===== src/rtl/load_store_unit_if.sv =====
// Request/response and data-memory bundle for the load/store unit.
// slave = the load/store unit itself; master = execute stage plus memory.
interface load_store_unit_if;
    logic        req_valid;
    logic        req_ready;
    logic        req_we;
    logic [1:0]  req_size;
    logic        req_unsigned;
    logic [31:0] req_addr;
    logic [31:0] req_wdata;

    logic        rsp_valid;
    logic        rsp_ready;
    logic [31:0] rsp_rdata;
    logic        rsp_err;

    logic        mem_read;
    logic        mem_write;
    logic [31:0] mem_address;
    logic [31:0] mem_write_data;
    logic [31:0] mem_read_data;
    logic        mem_ready;

    modport slave (
        input  req_valid, req_we, req_size, req_unsigned, req_addr, req_wdata,
        input  rsp_ready, mem_read_data, mem_ready,
        output req_ready, rsp_valid, rsp_rdata, rsp_err,
        output mem_read, mem_write, mem_address, mem_write_data
    );

    modport master (
        output req_valid, req_we, req_size, req_unsigned, req_addr, req_wdata,
        output rsp_ready, mem_read_data, mem_ready,
        input  req_ready, rsp_valid, rsp_rdata, rsp_err,
        input  mem_read, mem_write, mem_address, mem_write_data
    );
endinterface


===== src/rtl/load_store_unit.sv =====
// Load/store unit: byte/half/word loads and stores to a word-addressed memory,
// sub-word stores done as read-modify-write, with a per-phase ready timeout.
module load_store_unit #(
    parameter int unsigned TIMEOUT_CYCLES = 16
) (
    input  logic                clk,
    input  logic                rst,
    load_store_unit_if.slave    bus
);
    localparam int unsigned CW = $clog2(TIMEOUT_CYCLES + 1);
    localparam logic [CW-1:0] CNT_LAST = CW'(TIMEOUT_CYCLES - 1);

    typedef enum logic [2:0] {
        IDLE,
        RD_ISSUE,
        RD_WAIT,
        WR_ISSUE,
        WR_WAIT,
        RESP
    } state_e;

    state_e        state_q, state_d;
    logic [CW-1:0] cnt_q, cnt_d;
    logic          we_q, we_d;
    logic [1:0]    size_q, size_d;
    logic          uns_q, uns_d;
    logic [1:0]    lane_q, lane_d;
    logic [15:0]   wdata_q, wdata_d;
    logic [31:0]   mem_address_q, mem_address_d;
    logic [31:0]   mem_write_data_q, mem_write_data_d;
    logic [31:0]   rdata_q, rdata_d;
    logic          err_q, err_d;

    logic          req_ready_w;
    logic          handshake;
    logic          misaligned;
    logic [31:0]   byte_shift;
    logic [31:0]   half_shift;
    logic [31:0]   load_data;
    logic [31:0]   wdata_rep;
    logic [31:0]   merged;
    logic [3:0]    lane_hit;

    // Held low while reset is active even though the state register already reads IDLE.
    assign req_ready_w = rst & (state_q == IDLE);
    assign handshake   = bus.req_valid & req_ready_w;

    assign misaligned = (bus.req_size == 2'b11)
                      | ((bus.req_size == 2'b01) & bus.req_addr[0])
                      | ((bus.req_size == 2'b10) & (bus.req_addr[1:0] != 2'b00));

    assign byte_shift = bus.mem_read_data >> {lane_q, 3'b000};
    assign half_shift = bus.mem_read_data >> {lane_q[1], 4'b0000};

    always_comb begin
        load_data = bus.mem_read_data;
        case (size_q)
            2'b00:   load_data = {{24{~uns_q & byte_shift[7]}}, byte_shift[7:0]};
            2'b01:   load_data = {{16{~uns_q & half_shift[15]}}, half_shift[15:0]};
            default: load_data = bus.mem_read_data;
        endcase
    end

    assign wdata_rep = (size_q == 2'b00) ? {4{wdata_q[7:0]}} : {2{wdata_q}};

    // Byte-lane merge of store data into the word just read back.
    generate
        for (genvar gi = 0; gi < 4; gi++) begin : g_lane
            localparam logic [1:0] LANE = 2'(gi);
            assign lane_hit[gi] = (size_q == 2'b00) ? (lane_q == LANE)
                                                    : (lane_q[1] == LANE[1]);
            assign merged[8*gi +: 8] = lane_hit[gi] ? wdata_rep[8*gi +: 8]
                                                    : bus.mem_read_data[8*gi +: 8];
        end
    endgenerate

    always_comb begin
        state_d          = state_q;
        cnt_d            = cnt_q;
        we_d             = we_q;
        size_d           = size_q;
        uns_d            = uns_q;
        lane_d           = lane_q;
        wdata_d          = wdata_q;
        mem_address_d    = mem_address_q;
        mem_write_data_d = mem_write_data_q;
        rdata_d          = rdata_q;
        err_d            = err_q;

        case (state_q)
            IDLE: begin
                cnt_d = '0;
                if (handshake) begin
                    we_d    = bus.req_we;
                    size_d  = bus.req_size;
                    uns_d   = bus.req_unsigned;
                    lane_d  = bus.req_addr[1:0];
                    wdata_d = bus.req_wdata[15:0];
                    rdata_d = '0;
                    err_d   = 1'b0;
                    if (misaligned) begin
                        err_d   = 1'b1;
                        state_d = RESP;
                    end else begin
                        mem_address_d = {2'b00, bus.req_addr[31:2]};
                        if (bus.req_we && (bus.req_size == 2'b10)) begin
                            mem_write_data_d = bus.req_wdata;
                            state_d          = WR_ISSUE;
                        end else begin
                            state_d = RD_ISSUE;
                        end
                    end
                end
            end
            RD_ISSUE: begin
                cnt_d   = '0;
                state_d = RD_WAIT;
            end
            RD_WAIT: begin
                if (bus.mem_ready) begin
                    cnt_d = '0;
                    if (we_q) begin
                        mem_write_data_d = merged;
                        state_d          = WR_ISSUE;
                    end else begin
                        rdata_d = load_data;
                        state_d = RESP;
                    end
                end else if (cnt_q == CNT_LAST) begin
                    cnt_d   = '0;
                    err_d   = 1'b1;
                    rdata_d = '0;
                    state_d = RESP;
                end else begin
                    cnt_d = cnt_q + 1'b1;
                end
            end
            WR_ISSUE: begin
                cnt_d   = '0;
                state_d = WR_WAIT;
            end
            WR_WAIT: begin
                if (bus.mem_ready) begin
                    cnt_d   = '0;
                    state_d = RESP;
                end else if (cnt_q == CNT_LAST) begin
                    cnt_d   = '0;
                    err_d   = 1'b1;
                    rdata_d = '0;
                    state_d = RESP;
                end else begin
                    cnt_d = cnt_q + 1'b1;
                end
            end
            RESP: begin
                if (bus.rsp_ready) begin
                    state_d = IDLE;
                end
            end
            default: begin
                state_d = IDLE;
            end
        endcase
    end

    always_ff @(posedge clk or negedge rst) begin
        if (!rst) begin
            state_q          <= IDLE;
            cnt_q            <= '0;
            we_q             <= 1'b0;
            size_q           <= 2'b00;
            uns_q            <= 1'b0;
            lane_q           <= 2'b00;
            wdata_q          <= '0;
            mem_address_q    <= '0;
            mem_write_data_q <= '0;
            rdata_q          <= '0;
            err_q            <= 1'b0;
        end else begin
            state_q          <= state_d;
            cnt_q            <= cnt_d;
            we_q             <= we_d;
            size_q           <= size_d;
            uns_q            <= uns_d;
            lane_q           <= lane_d;
            wdata_q          <= wdata_d;
            mem_address_q    <= mem_address_d;
            mem_write_data_q <= mem_write_data_d;
            rdata_q          <= rdata_d;
            err_q            <= err_d;
        end
    end

    assign bus.req_ready      = req_ready_w;
    assign bus.rsp_valid      = (state_q == RESP);
    assign bus.rsp_rdata      = rdata_q;
    assign bus.rsp_err        = err_q;
    assign bus.mem_read       = (state_q == RD_ISSUE) | (state_q == RD_WAIT);
    assign bus.mem_write      = (state_q == WR_ISSUE) | (state_q == WR_WAIT);
    assign bus.mem_address    = mem_address_q;
    assign bus.mem_write_data = mem_write_data_q;
endmodule


===== src/flat_wrapper.sv =====
// flat-port wrapper written by rule: the top's interface ports become plain ports
module load_store_unit_flat 
#(
    parameter int unsigned TIMEOUT_CYCLES = 16
)
  (clk, rst, bus_req_valid, bus_req_we, bus_req_size, bus_req_unsigned, bus_req_addr, bus_req_wdata, bus_rsp_ready, bus_mem_read_data, bus_mem_ready, bus_req_ready, bus_rsp_valid, bus_rsp_rdata, bus_rsp_err, bus_mem_read, bus_mem_write, bus_mem_address, bus_mem_write_data);
  load_store_unit_if bus_i ();
  input  logic clk;
  input  logic rst;
  input wire logic [$bits(bus_i.req_valid)-1:0] bus_req_valid;
  input wire logic [$bits(bus_i.req_we)-1:0] bus_req_we;
  input wire logic [$bits(bus_i.req_size)-1:0] bus_req_size;
  input wire logic [$bits(bus_i.req_unsigned)-1:0] bus_req_unsigned;
  input wire logic [$bits(bus_i.req_addr)-1:0] bus_req_addr;
  input wire logic [$bits(bus_i.req_wdata)-1:0] bus_req_wdata;
  input wire logic [$bits(bus_i.rsp_ready)-1:0] bus_rsp_ready;
  input wire logic [$bits(bus_i.mem_read_data)-1:0] bus_mem_read_data;
  input wire logic [$bits(bus_i.mem_ready)-1:0] bus_mem_ready;
  output wire logic [$bits(bus_i.req_ready)-1:0] bus_req_ready;
  output wire logic [$bits(bus_i.rsp_valid)-1:0] bus_rsp_valid;
  output wire logic [$bits(bus_i.rsp_rdata)-1:0] bus_rsp_rdata;
  output wire logic [$bits(bus_i.rsp_err)-1:0] bus_rsp_err;
  output wire logic [$bits(bus_i.mem_read)-1:0] bus_mem_read;
  output wire logic [$bits(bus_i.mem_write)-1:0] bus_mem_write;
  output wire logic [$bits(bus_i.mem_address)-1:0] bus_mem_address;
  output wire logic [$bits(bus_i.mem_write_data)-1:0] bus_mem_write_data;
  assign bus_i.req_valid = bus_req_valid;
  assign bus_i.req_we = bus_req_we;
  assign bus_i.req_size = bus_req_size;
  assign bus_i.req_unsigned = bus_req_unsigned;
  assign bus_i.req_addr = bus_req_addr;
  assign bus_i.req_wdata = bus_req_wdata;
  assign bus_i.rsp_ready = bus_rsp_ready;
  assign bus_i.mem_read_data = bus_mem_read_data;
  assign bus_i.mem_ready = bus_mem_ready;
  assign bus_req_ready = bus_i.req_ready;
  assign bus_rsp_valid = bus_i.rsp_valid;
  assign bus_rsp_rdata = bus_i.rsp_rdata;
  assign bus_rsp_err = bus_i.rsp_err;
  assign bus_mem_read = bus_i.mem_read;
  assign bus_mem_write = bus_i.mem_write;
  assign bus_mem_address = bus_i.mem_address;
  assign bus_mem_write_data = bus_i.mem_write_data;
  load_store_unit #(.TIMEOUT_CYCLES(TIMEOUT_CYCLES)) u_core (.clk(clk), .rst(rst), .bus(bus_i));
endmodule

===== config.mk =====
export PLATFORM = sky130hd
export DESIGN_NAME = load_store_unit_flat
export DESIGN_NICKNAME = d
export VERILOG_FILES = /design/src/rtl/load_store_unit_if.sv /design/src/rtl/load_store_unit.sv /design/src/flat_wrapper.sv
export SDC_FILE = /design/constraint.sdc
export NUM_CORES = 1
export LEC_CHECK = 0
export CAP_MARGIN = 0
export CORE_ASPECT_RATIO = 0.7
export CORE_MARGIN = 2
export CORE_UTILIZATION = 42
export CTS_BUF_LIST = sky130_fd_sc_hd__clkbuf_4 sky130_fd_sc_hd__clkbuf_8 sky130_fd_sc_hd__clkbuf_16
export DETAILED_ROUTE_END_ITERATION = 6
export PLACE_DENSITY = 0.8
export SYNTH_ARGS = -nofsm -noshare
export SYNTH_HDL_FRONTEND = slang
export SYNTH_SLANG_ARGS = --single-unit

===== constraint.sdc =====
create_clock -name clk -period 1.8 [get_ports clk]
set_input_delay 0.36 -clock clk [delete_from_list [all_inputs] [get_ports clk]]
set_output_delay 0.36 -clock clk [all_outputs]
set_load 0.01 [all_outputs]

After elaboration in Yosys (flattened, before gate mapping):

Index checks and enable logic that the tools add are counted.

* bits in registers: 125
* input bits: 105
* output and inout bits: 101
* logic and storage cells: 106

* add/subtract/negate cells: 1
* eq/ne operators: 23
* shift-type cells: 2
* mux-type cells: 39
* bitwise logic cells: 13
* reduce and logical (&&, ||, !) cells: 17

Operator list (count)
* 2-to-1 mux 32 bit: 11
* one-hot mux 32 bit (2 select lines): 2
* one-hot mux 32 bit (3 select lines): 1
* 2-to-1 mux 8 bit: 4
* >> shifter 32 x 5 -> 16 bit: 1
* >> shifter 32 x 5 -> 8 bit: 1
* 2-to-1 mux 3 bit: 7
* one-hot mux 3 bit (6 select lines): 1
* inequality test 2 bit, second input constant: 6
* 2-to-1 mux 5 bit: 2
* one-hot mux 5 bit (2 select lines): 1
* == test 2 bit, second input constant: 4
* 2-to-1 mux 1 bit: 8
* AND reduction 4 bit: 2
* nonzero test 2 bit: 4
* AND 1 bit: 6
* == test 2 x 1 -> 1 bit, second input constant: 3
* == test 3 x 2 -> 1 bit, second input constant: 2
* == test 3 bit, second input constant: 2
* inequality test 2 x 1 -> 1 bit, second input constant: 3
* AND reduction 6 bit: 1
* adder 5 x 1 -> 5 bit, second input constant: 1
* == test 5 x 4 -> 1 bit, second input constant: 1
* zero test 2 bit: 2
* 13 further kinds: 19

Longest topological paths before layout:

Gate-level depths: netlist of run 1.

* depth in word-level cells: 7
* mapped depth: 7
* gate-level depth less buffers: 5

Worst setup path before layout of run 1:

No wires, ideal clock.

* path kind: register -> register
* start point: register u_core.state_q[0]
* end point: register u_core.size_q[1]
* library setup time: 125 ps
* arrival time: 1743 ps
* required time: 1675 ps
* setup slack: -68 ps
* cell stages (with the launch flop): 7
* buffers on the path: 3
* clock period less this slack: 1868 ps
* cells stage by stage: dfrtp_1 -> buf_2 -> or2_1 -> buf_2 -> nor3_2 -> buf_2 -> mux2_2

* longest elaborated chain between the ends: 4

RTL lines
* from (decl): line load_store_unit.sv:22 `state_e state_q, state_d;`
* from (signal assigned): line load_store_unit.sv:180 `state_q <= state_d;`
* zero test 3 bit *: line load_store_unit.sv:45, load_store_unit.sv:90
* AND 1 bit: line load_store_unit.sv:45 `assign req_ready_w = rst & (state_q == IDLE);`
* AND 1 bit: line load_store_unit.sv:46 `assign handshake = bus.req_valid & req_ready_w;`
* AND reduction 2 bit (no source line) *
* to (signal assigned): line load_store_unit.sv:183 `size_q <= size_d;`
* to (decl): line load_store_unit.sv:25 `logic [1:0] size_q, size_d;`

Mark *: on every way between the ends. The rest lies on a longest branch, timed or not.
A chain may end at the register's enable or synchronous reset.

Final worst setup path of run 1:

* start point: register u_core.state_q[1]
* end point: register u_core.mem_write_data_q[0], in the netlist u_core.bus.mem_write_data[0]

* longest elaborated chain between the ends: 5
* elaborated cells on any way between the ends: 12
* classes of those cells: eq/ne (6); mux (1); bitwise (2); reduce/logical (3)

RTL lines
* zero test 3 bit: line load_store_unit.sv:45, load_store_unit.sv:90
* AND 1 bit: line load_store_unit.sv:45
* AND 1 bit: line load_store_unit.sv:46
* inequality test 2 x 1 -> 1 bit (no source line)
* AND reduction 6 bit (no source line)
* to (signal assigned): line load_store_unit.sv:188 `mem_write_data_q <= mem_write_data_d;`
* to (decl): line load_store_unit.sv:30 `logic [31:0] mem_write_data_q, mem_write_data_d;`

Several ways; a longest one is shown, not always the timed one.

==> metrics.md, run 1 <==
| Metric | Value |
|---|---|
| Final Skew | 0.00856 ns |
| TritonRoute pass-1 iters | 6 |
| Ys Warns | 0 |
| ANT nets after route | 0 |
| Post-DP HPWL | 16.3 mm |
| Pin count of the biggest net entering global routing | 70 |
| Port Buffers | 203 |
| Leak | 0.00435 uW |
| Design Power | 18500 uW |
| Pwr Density | 1800 nW/um^2 |
| CP Data Required Time | 2.13 ns |
| Placed Cells | 1024 |
| # rows | 37 |
| Final hold viol count | 0 |
| Max Transition Viols Final | 0 |
| Synthesized instance count | 609 |
| Worst r2r src | u_core.state_q[1]$_DFFE_PN0P_ |
| Crit Path Max Fanout | 8 |
| Critical-path cell list | buf_6, buf_12, o31a_1, or2_4, buf_12, o31ai_4 |
| Global router's overall resource usage | 0.290 |
| Initial antenna violation count | 1 |
| Slew Limit Headroom | 0.415 |
| Top-level I/O count | 206 |
| Max frequency | 544 MHz |
| Die extent in y | 107 um |
| Share of layout cells above drive strength 1 | 0.277 |
| Die Span X | 151 um |
| Bufs and invs on worst path | 3 |
| Full die area | 16200 um^2 |
| WL per Instance | 22.1 um |
| Layout Cells excl Fill | 1071 |
| Final WL | 23.6 mm |
| Setup crit end kind | flop |
| Crit share post-route | 1.02 |
| Min-delay worst type | in2async |
| Tightest Pin Transition | 0.877 ns |
| Clk slew on worst S/H paths | 0.06 ns |
| Core area | 14800 um^2 |
| Vias | 6400 |
| Worst Setup SP | u_core.state_q[1]$_DFFE_PN0P_ |
| Mean Syn Cell Area | 10.5 um^2 |
| Unrepaired setup endpoints after global routing | yes |
| Slowest stage delay, CP | 0.39 ns |
| Tmin final | 1.84 ns |
| Setup TNS | -0.127 ns |
| Most common cell after layout, fill and taps aside | clkdlybuf4s50_1 |
| CTS root buf | clkbuf_16 |
| Final Setup Violations | 8 |
| VDD IR-drop max | 1200 uV |
| Gpl congestion | 0.935 |
| FFs w/ async S/R, synth | 1.00 |
| Area grow syn2layout | 61.0% |
| TritonCTS clock tree | done |
| CP most frequent cell | buf_12 |
| Clock latency on the worst-skew pair | 0.42 ns |
| Critical setup path kind | reg2reg |
| Final net count | 968 |
| Area of the multi-input gates | 3370 um^2 |
| Primary FF master, synth | dfrtp_1 |
| Sequential share of the synthesized area | 0.490 |
| Violated checks | negative setup slack |
| Count of cell types in the netlist | 56 |
| FF-to-FF setup slack | -0.04 ns |
| H-tree Lvls | 4 |
| Synth top area share | 0.490 |
| Max Buffers Root-to-Sink | 2 |
| Filler Cell Count | 1023 |
| Synth Register Bits | 125 |
| First-pass GRT wire length | 35.1 mm |
| GRT Residual Overflow | 0 |
| Top post-synthesis cells by area | dfrtp_1, mux2_2, o21ai_0 |
| Highest-delay cell along the critical path | dfrtp_1 |
| Crit path arrival time | 2.17 ns |
| CTS buffer count | 17 |
| Initial Util | 0.432 |
| Initial DRC count | 677 |
| Routed vias/inst | 5.98 |
| Dpl ws | -0.497 ns |
| Critical Path Source Type | flop |
| Synth area leader | dfrtp_1 |
| Hold WS | 0.186 ns |
| DRC violations left | 0 |
| Final worst setup slack | -0.0383 ns |
| Clock Sinks | 125 |
| Sequential cell area | 3130 um^2 |
| Post-synth EDFFs | 0 |
| CP delay by family, top | compound AO/OA/AOI/OAI gates |
| Max cap viols | 0 |
| Most frequent cells in the layout | clkdlybuf4s50_1, dfrtp_1, buf_4, mux2_2, o21ai_0 |
| Status | complete, but fails checks |
| Cell Area, Synth | 6380 um^2 |
| Vias in the first global route | 6254 |
-- metal layers --
layer  GRT usage  up-vias  wire length [um]
met3      0.0851       54              2590
met5           0        -                13
met1       0.414     3155             10300
met2       0.430      413             10200
met4      0.0768        2               578
li1            -     2776                 -
-- metrics by stage --
step	utilization	cell area (um^2)
2_1_floorplan	-	6400
3_3_place_gp	0.613	9050
3_5_place_dp	0.613	9050
4_1_cts	0.672	9930
5_1_grt	0.696	10300
6_report	0.696	10300
-- state kept, by name (all words and copies together) (netlist names) --
name                       cells
u_core.bus.rsp_rdata          32
u_core.bus.mem_write_data     32
u_core.uns_q                   1
u_core.wdata_q                16
u_core.cnt_q                   5
u_core.we_q                    1
u_core.size_q                  2
u_core.bus.mem_address        30
u_core.lane_q                  2
u_core.state_q                 3
u_core.bus.rsp_err             1
-- cells by family (layout without fill, tap and decap cells) --
group           Yosys count  count (layout)  synth area share
xor+xnor                  1               1           0.00137
fa+ha+maj                 1               1           0.00196
buf+inv                  59             324            0.0433
flops                   125             125             0.490
compound gates          196             196             0.217
mux                      67              67             0.117
simple gates            159             159             0.129
other cells               1               3          0.000587
-- cell usage after synthesis (4+ instances only) --
library cell / instances
nand3_1: 4
a32o_1: 9
a221oi_1: 17
nor2_1: 40
nand2_1: 43
buf_2: 11
o21ai_0: 67
a22o_1: 25
dfrtp_1: 125
a211oi_1: 20
o31ai_1: 34
clkbuf_1: 36
buf_6: 4
mux2_1: 5
a21oi_1: 6
nor2b_1: 4
mux2i_1: 8
nand2b_1: 28
mux2_2: 54
and3_1: 16
-- worst paths after layout --
check | to | depth (start not counted)
setup / recovery | u_core.bus.mem_write_data[0]$_DFFE_PN0P_ | 6
hold / removal | u_core.size_q[0]$_DFFE_PN0P_ | 2
setup reg to reg | u_core.bus.mem_write_data[0]$_DFFE_PN0P_ | 6
hold reg to reg | u_core.bus.rsp_rdata[13]$_DFFE_PN0P_ | 1
max in group asynchronous | u_core.lane_q[1]$_DFFE_PN0P_ | 2
min in group clk | u_core.size_q[1]$_DFFE_PN0P_ | 2
-- what timing repair did --
item,CTS,global route
pin swaps,4,6
gates resized for setup,47,72
setup endpoints to repair,52,75
hold endpoints to repair,2,0
cloned,2,2
hold buffers,1,0
buffers inserted,7,2
-- area by class of cell --
class / count / share of cell area
inverters: 3 / 0.00110
repair buffers: 289 / 0.277
clock buffers: 22 / 0.0469
diodes: 1 / 0.000244
multi-input cells: 426 / 0.328
clock inverters: 10 / 0.0180
flip-flops and latches: 125 / 0.305
well taps: 195 / 0.0237
-- power breakdown --
part / internal [uW] / switching, uW
Sequential: 4110 / 985
Clock: 2600 / 1280
Combinational: 4860 / 4680
No activity file was read; power rests on OpenSTA's default activity.
==> run 2, diff against run 1 <==
==> constraint.sdc (replaced) <==
create_clock -name clk -period 1.8 [get_ports clk]
set_input_delay 0.18 -clock clk [delete_from_list [all_inputs] [get_ports clk]]
set_output_delay 0.18 -clock clk [all_outputs]
set_load 0.01 [all_outputs]
==> metrics.md, run 2 (synthesis results as in run 1) <==
| Metric | Value |
|---|---|
| Status | finished clean (was complete, but fails checks) |
| H-tree Lvls | 4 (unchanged) |
| Final worst setup slack | 0.00553 ns (was -0.0383 ns) |
| Die Span X | 151 um (unchanged) |
| Setup TNS | 0 ns (was -0.127 ns) |
| Final Skew | 0.00980 ns (was 0.00856 ns) |
| Max frequency | 557 MHz (was 544 MHz) |
| Critical Path Source Type | flop (unchanged) |
| Leak | 0.00413 uW (was 0.00435 uW) |
| Slew Limit Headroom | 0.455 (was 0.415) |
| Initial antenna violation count | 0 (was 1) |
| ANT nets after route | 0 (unchanged) |
| Max Transition Viols Final | 0 (unchanged) |
| ANT cells | 0 (was 1) |
| Initial DRC count | 552 (was 677) |
| Gpl congestion | 0.897 (was 0.935) |
| Port Buffers | 203 (unchanged) |
| CP Data Required Time | 2.15 ns (was 2.13 ns) |
| Top-level I/O count | 206 (unchanged) |
| Clk slew on worst S/H paths | 0.06 ns (about the same) |
| Pwr Density | 1790 nW/um^2 (was 1800 nW/um^2) |
| Initial Util | 0.432 (unchanged) |
| Critical-path cell list | buf_6, nor3b_4, a22oi_2, a2111oi_4, buf_12, a22o_1 (was buf_6, buf_12, o31a_1, or2_4, buf_12, o31ai_4) |
| Bufs and invs on worst path | 2 (was 3) |
| Highest-delay cell along the critical path | dfrtp_1 (unchanged) |
| Final Setup Violations | 0 (was 8) |
| DRC violations left | 0 (unchanged) |
| WL per Instance | 21.5 um (was 22.1 um) |
| Crit share post-route | 0.997 (was 1.02) |
| Max Buffers Root-to-Sink | 2 (unchanged) |
| Core area | 14800 um^2 (unchanged) |
| Final hold viol count | 0 (unchanged) |
| Global router's overall resource usage | 0.278 (was 0.290) |
| Slowest stage delay, CP | 0.43 ns (was 0.39 ns) |
| VDD IR-drop max | 923 uV (was 1200 uV) |
| Post-DP HPWL | 16.7 mm (was 16.3 mm) |
| CP delay by family, top | compound AO/OA/AOI/OAI gates (unchanged) |
| CTS root buf | clkbuf_16 (unchanged) |
| Share of layout cells above drive strength 1 | 0.244 (was 0.277) |
| Setup crit end kind | flop (unchanged) |
| Area grow syn2layout | 54.6% (was 61.0%) |
| Final net count | 950 (was 968) |
| Crit path arrival time | 2.14 ns (was 2.17 ns) |
| Clock latency on the worst-skew pair | 0.42 ns (about the same) |
| Min-delay worst type | in2async (unchanged) |
| Clock Sinks | 125 (unchanged) |
| CTS buffer count | 17 (unchanged) |
| Routed vias/inst | 5.82 (was 5.98) |
| Cell Area, Placed | 9000 um^2 (was 9050 um^2) |
| Vias | 6112 (was 6400) |
| Most common cell after layout, fill and taps aside | clkdlybuf4s50_1 (unchanged) |
| Pin count of the biggest net entering global routing | 65 (was 70) |
| Full die area | 16200 um^2 (unchanged) |
| TritonRoute pass-1 iters | 5 (was 6) |
| Max cap viols | 0 (unchanged) |
| Most frequent cells in the layout | clkdlybuf4s50_1, dfrtp_1, o21ai_0, buf_4, mux2_2 (was clkdlybuf4s50_1, dfrtp_1, buf_4, mux2_2, o21ai_0) |
| Filler Cell Count | 1092 (was 1023) |
| First-pass GRT wire length | 34.0 mm (was 35.1 mm) |
| # rows | 37 (unchanged) |
| Tmin final | 1.79 ns (was 1.84 ns) |
| Final instance area | 9870 um^2 (was 10300 um^2) |
| Die extent in y | 107 um (unchanged) |
| Crit Path Max Fanout | 16 (was 8) |
| TritonCTS clock tree | done (unchanged) |
| Dpl ws | -0.391 ns (was -0.497 ns) |
| GRT Residual Overflow | 0 (unchanged) |
| Final core utilization | 0.668 (was 0.696) |
| Vias in the first global route | 6089 (was 6254) |
| Final WL | 22.6 mm (was 23.6 mm) |
| Unrepaired setup endpoints after global routing | yes (unchanged) |
| Tightest Pin Transition | 0.817 ns (was 0.877 ns) |
| Critical setup path kind | reg2reg (unchanged) |
-- run 2: worst min-delay path, delay by kind of cell --
family	cells	cell delay, ns
buffers and inverters	3	0.95
-- run 2: timing repair --
action	CTS	global route
endpoints found under the hold margin	61	0
setup buffers	2	0
resized for setup	23	43
pin swaps	2	7
setup endpoints to repair	33	66
gates cloned	0	0
hold buffers	1	0
-- run 2: power breakdown --
group / total, uW / internal [uW] / switching (uW)
clock: 3700 / 2350 / 1340
sequential: 5120 / 4100 / 1010
combinational: 8910 / 4530 / 4370
-- run 2: worst paths after layout --
path                                                      start                                     to  slack (ns)  cells past startpoint
setup reg to reg                   u_core.size_q[0]$_DFFE_PN0P_   u_core.bus.rsp_rdata[17]$_DFFE_PN0P_       0.006                      6
max in group asynchronous                                   rst   u_core.bus.rsp_rdata[23]$_DFFE_PN0P_        0.65                      3
hold / removal                                              rst            u_core.cnt_q[3]$_DFFE_PN0P_        0.36                      3
min in group clk                                bus_req_addr[2]  u_core.bus.mem_address[0]$_DFFE_PN0P_        0.36                      2
hold reg to reg            u_core.bus.rsp_rdata[13]$_DFFE_PN0P_   u_core.bus.rsp_rdata[13]$_DFFE_PN0P_        0.50                      1
setup / recovery                   u_core.size_q[0]$_DFFE_PN0P_   u_core.bus.rsp_rdata[17]$_DFFE_PN0P_       0.006                      6
-- run 2: layout make-up --
type | instances | area [um^2] | share of cell area
Multi-Input combinational cell | 426 | 3210 | 0.325
Sequential cell | 125 | 3130 | 0.317
Timing Repair Buffer | 271 | 2650 | 0.268
Clock buffer | 18 | 439 | 0.0445
Tap cell | 195 | 244 | 0.0247
Clock inverter | 13 | 189 | 0.0191
Inverter | 3 | 11.3 | 0.00114
-- run 2: through the flow --
stage / power, uW / std cells / hold WS [ns]
floorplan: 8960 / 610 / -0.116
global placement: 13100 / 1017 / 0.241
detailed placement: 13400 / 1017 / 0.238
CTS: 17300 / 1051 / 0.353
global route: 18600 / 1051 / 0.376
finish: 17700 / 1051 / 0.358
-- run 2: layer usage --
metal / global-route usage / part of all wire / up-vias
met1: 0.392 / 0.43 / 2976
met2: 0.409 / 0.43 / 385
met4: 0.0614 / 0.011 / 0
met3: 0.103 / 0.12 / 28
met5: 0 / 0 / -
li1: - / - / 2723
